## src/rtl/mem_access_unit.sv

```systemverilog
// mem_access_unit
// Load/store sequencer between the execute stage and data_mem. Takes one
// word-sized load or store per request and checks alignment and range. It
// drives data_mem through its registered-address protocol (address out in
// SETUP, access in ACCESS) and returns a single-cycle response.
//
// Ports:
//   clk, rst                  clock, synchronous active-high reset
//   req_valid/req_ready       request handshake
//   req_store                 1 = store, 0 = load
//   req_addr                  byte address
//   req_wdata                 store data
//   resp_valid                one-cycle completion pulse (no backpressure)
//   resp_rdata                load data, 0 for stores and errors
//   resp_err                  misaligned or out-of-range request
//   mem_wren                  data_mem write enable, active low
//   mem_is_store              current access is a store
//   mem_r_addr / mem_w_addr   word address to data_mem (always equal)
//   mem_w_data                store data to data_mem
//   mem_r_data                read data from data_mem
module mem_access_unit #(
    parameter int ADDR_W = 5,
    parameter int DATA_W = 32
) (
    input  logic              clk,
    input  logic              rst,
    input  logic              req_valid,
    output logic              req_ready,
    input  logic              req_store,
    input  logic [31:0]       req_addr,
    input  logic [DATA_W-1:0] req_wdata,
    output logic              resp_valid,
    output logic [DATA_W-1:0] resp_rdata,
    output logic              resp_err,
    output logic              mem_wren,
    output logic              mem_is_store,
    output logic [ADDR_W-1:0] mem_r_addr,
    output logic [ADDR_W-1:0] mem_w_addr,
    output logic [DATA_W-1:0] mem_w_data,
    input  logic [DATA_W-1:0] mem_r_data
);

    typedef enum logic [2:0] {
        IDLE   = 3'd0,
        SETUP  = 3'd1,
        ACCESS = 3'd2,
        RESP   = 3'd3,
        ERR    = 3'd4
    } state_t;

    state_t              state;
    logic                op_q;
    logic [ADDR_W-1:0]   addr_q;
    logic [DATA_W-1:0]   wdata_q;
    logic                accept;
    logic                req_bad;

    // Ready is a pure decode of the state register: a new request may be
    // taken while idle or while the previous response is on the bus.
    assign req_ready = (state == IDLE) || (state == RESP) || (state == ERR);
    assign accept    = req_valid && req_ready;

    assign req_bad = (req_addr[1:0] != 2'b00) ||
                     (req_addr[31:ADDR_W+2] != '0);

    // addr_q / wdata_q only load on a good request, so outside SETUP and
    // ACCESS the memory address naturally holds its last value and an
    // error request never disturbs the memory port.
    assign mem_r_addr   = addr_q;
    assign mem_w_addr   = addr_q;
    assign mem_w_data   = wdata_q;
    assign mem_is_store = op_q && ((state == SETUP) || (state == ACCESS));
    assign mem_wren     = !(op_q && (state == ACCESS));

    always_ff @(posedge clk) begin
        if (rst) begin
            state      <= IDLE;
            op_q       <= 1'b0;
            addr_q     <= '0;
            wdata_q    <= '0;
            resp_valid <= 1'b0;
            resp_err   <= 1'b0;
            resp_rdata <= '0;
        end else begin
            resp_valid <= 1'b0;
            resp_err   <= 1'b0;

            case (state)
                SETUP:  state <= ACCESS;
                ACCESS: begin
                    state      <= RESP;
                    resp_valid <= 1'b1;
                    // data_mem presents the word during ACCESS
                    resp_rdata <= op_q ? '0 : mem_r_data;
                end
                default: state <= IDLE;
            endcase

            // accept is only possible in IDLE/RESP/ERR, so it never
            // collides with the ACCESS branch above.
            if (accept) begin
                if (req_bad) begin
                    state      <= ERR;
                    resp_valid <= 1'b1;
                    resp_err   <= 1'b1;
                    resp_rdata <= '0;
                end else begin
                    state   <= SETUP;
                    op_q    <= req_store;
                    addr_q  <= req_addr[ADDR_W+1:2];
                    wdata_q <= req_wdata;
                end
            end
        end
    end

endmodule
```

## config.mk

```make
export PLATFORM = sky130hd
export DESIGN_NAME = mem_access_unit
export DESIGN_NICKNAME = d
export VERILOG_FILES = /design/src/rtl/mem_access_unit.sv
export SDC_FILE = /design/constraint.sdc
export NUM_CORES = 1
export LEC_CHECK = 0
export BUFFER_PORTS_ARGS = -buffer_cell sky130_fd_sc_hd__buf_2
export CAP_MARGIN = 40
export CORE_AREA = 4 4 65 126
export CTS_BUF_LIST = sky130_fd_sc_hd__clkbuf_8
export DETAILED_ROUTE_END_ITERATION = 10
export DIE_AREA = 0 0 69 130
export PLACE_DENSITY = 0.88
export SLEW_MARGIN = 20
export SYNTH_ARGS = -nofsm -noshare
export SYNTH_HDL_FRONTEND = slang
export SYNTH_SLANG_ARGS = --single-unit
```

## constraint.sdc

```tcl
create_clock -name clk -period 2.95 [get_ports clk]
set_input_delay 0.4425 -clock clk [delete_from_list [all_inputs] [get_ports clk]]
set_output_delay 0.4425 -clock clk [all_outputs]
set_load 0.005 [all_outputs]
```

==> results.yml <==
detailed_routing:
  drcViolationCount: 0
  wl_mm: 8.16
  via_count: 2825
  drt_iter0_markers: 79
  vias_per_cell: 4.78
  dr.pass1.iters: 4
  ant_nets: 0
  wl_per_cell_um: 13.8
timing:
  worst_clock_skew_ps: 9.76
  relSlewSlack: 0.574
  timing.final.crit_share: 0.653
  post-route-min-period_ps: 1930
  setup-violations-final: 0
  slew_violations: 0
  tightest_slew_ps: 637
  fin_ws_ps: 1020
  rsz0062_at_grt: "false"
  hold_violations: 0
  tns_ps: 0
  max_clock_freq_mhz: 519
outcome:
  status: "finished, final reports clean"
clock_network:
  worstSkewPairLatency_ps: 340
  htreeDepth: 3
  post_cts_buffers: 0
  cts_buffers: 9
  cts_hold_buf: 0
  cts_tree: "done"
  root_buffer: "clkbuf_8"
  post_cts_resized: 0
  cts.clk_slew.worst_paths_ps: 70
  clock-sinks: 74
  clockBufferDepth: 2
setup_path:
  setup.worst_path.start_class: "register"
  regToRegEndpoint: "resp_rdata[1]"
  worstPathRequired_ps: 3180
  critPathArrivalTime_ps: 2160
  crit_type: "reg -> reg"
  crit_family: "simple AND/OR/NAND/NOR gates"
  worst_setup_path_end_kind: "register"
  critical_path.cell_chain: "or3b_1 > buf_8 > nor3_4 > nand2_1 > o41ai_1"
  rrSetupSlack_ps: 1020
  slowest_delay_ps: 500
  critPathBufInv: 1
  cp_max_fo: 18
  rr_worst_depth: 5
  slowest_stage: "or3b_1"
  r2r_start: "state[0]"
global_routing:
  grt_max_degree: 59
  track_usage: 0.180
  grt_antenna_before_repair: 0
  grt_pass1_vias: 2853
  globalRouteOverflowTotal: 0
  grt_pass1_wl_mm: 13.0
logic_synthesis:
  async_reset_ff_frac: 0
  syn_area_um2: 3180
  yosysWarnings: 0
  synth_most_common_cell: "nand2b_1"
  seq_area_frac_synth: 0.466
  ys_ff_latch: 74
  syn_nets: 428
  synth_edf_count: 0
  ys_types: 28
  synthTopCellsByCount: "77 x nand2b_1, 74 x dfxtp_1, 52 x mux2i_1"
  syn_inst: 328
  synth_top_area_cell: "dfxtp_1"
  synth_ff_type: "dfxtp_1"
  avgSynthCellArea_um2: 9.69
  yosysTopAreaCellShare: 0.466
  synthTopCellsByArea: "dfxtp_1 47%, mux2i_1 16%, nand2b_1 15%"
final_layout:
  multiInputGateArea_um2: 1490
  final_core_util: 0.593
  fin_cells: 591
  area_delta_synth_final_pct: 35.6
  antenna_cells: 0
  fillCellCount: 650
  drive_gt1_frac: 0.399
  seq_area_um2: 1480
  nNetsFinal: 594
die:
  io-pin-count: 179
  die-height_um: 130
  core_area_um2: 7270
  floorplan.rows: 44
  die_width_um: 69
  start_util: 0.437
  die_area_um2: 8970
hold_path:
  min_to: "resp_rdata[17]"
  hold_path_class: "in -> reg"
  hold_path_startpoint: "mem_r_data[17]"
  min_path_cells: 3
placed_design:
  dp.cells: 573
  numPortBuffers: 178
  place_congestion: 0.852
  dp_slack_ps: 643
  dpl.hpwl_mm: 6.37
run:
  max_cap_viol_count: 0
power_and_ir_drop:
  total_power_mw: 1.79
  vdd_ir_drop_max_uv: 324
  p_per_area_nw_per_um2: 415
  leakagePower_nw: 2.04
-- logic make-up after synthesis --
family	count (synthesis)	synth area share
simple gates	127	0.233
mux	52	0.164
buf+inv	49	0.0693
flops	74	0.466
xor+xnor	1	0.00276
compound gates	25	0.0653
-- area by class of cell --
cell class / instances / share of cell area
sequential: 74 / 0.344
clock inverter: 6 / 0.00610
multi-input combinational: 205 / 0.345
timing repair buffer: 184 / 0.229
clock buffer: 10 / 0.0319
inverter: 20 / 0.0174
tap: 92 / 0.0267
-- layout by cell type (no fill, tap or decap), types with 2 or more instances in the layout --
cell	instances
dfxtp_1	74
o41ai_1	18
buf_2	178
nor2_1	2
clkinv_2	3
mux2i_1	52
inv_1	23
clkbuf_8	10
nor3_1	16
nand2_1	19
a21o_1	2
buf_12	2
nor4_1	6
buf_4	2
nand2b_1	77
-- per-layer routing --
layer,GRT usage,part of all wire,up-vias
li1,-,-,1429
met1,0.177,0.35,1270
met2,0.349,0.57,113
met3,0.0517,0.067,13
met4,0.0725,0.018,0
met5,0,0,-
-- stage by stage --
step / instance area [um2] / hold slack, ps
after CTS: 4280 / 277
after global placement: 4080 / 449
after global routing: 4310 / 281
after floorplan: 3180 / 456
final: 4310 / 300
after detailed placement: 4110 / 445
-- worst max path at each step --
stage	start	to	slack (ps)	cells after the start
2_1_floorplan	req_addr[15]	mem_r_addr[0]	1160	6
3_3_place_gp	req_addr[15]	resp_rdata[14]	640	5
3_5_place_dp	req_addr[7]	mem_w_data[8]	640	6
4_1_cts	state[0]	resp_rdata[4]	790	4
5_1_grt	state[0]	resp_rdata[1]	840	5
6_report	state[0]	resp_rdata[1]	1020	5
-- power breakdown --
group,total [mW],internal [mW],switching (mW)
registers,1.00,1.00,0.000969
clock network,0.651,0.315,0.336
logic,0.135,0.0788,0.0565
-- worst reg2reg max path, stage by stage, from the launching register on --
cell and delay, ps:
dfxtp_1 360, or3b_1 500, buf_8 210, nor3_4 510
nand2_1 170, o41ai_1 90
-- state kept, by name, indices dropped and copies added, names as in the netlist --
register and flops:
resp_err 1, resp_valid 1, resp_rdata 32, state 2, mem_w_data 32, mem_r_addr 5
op_q 1
(Power assumes the default switching activity.)
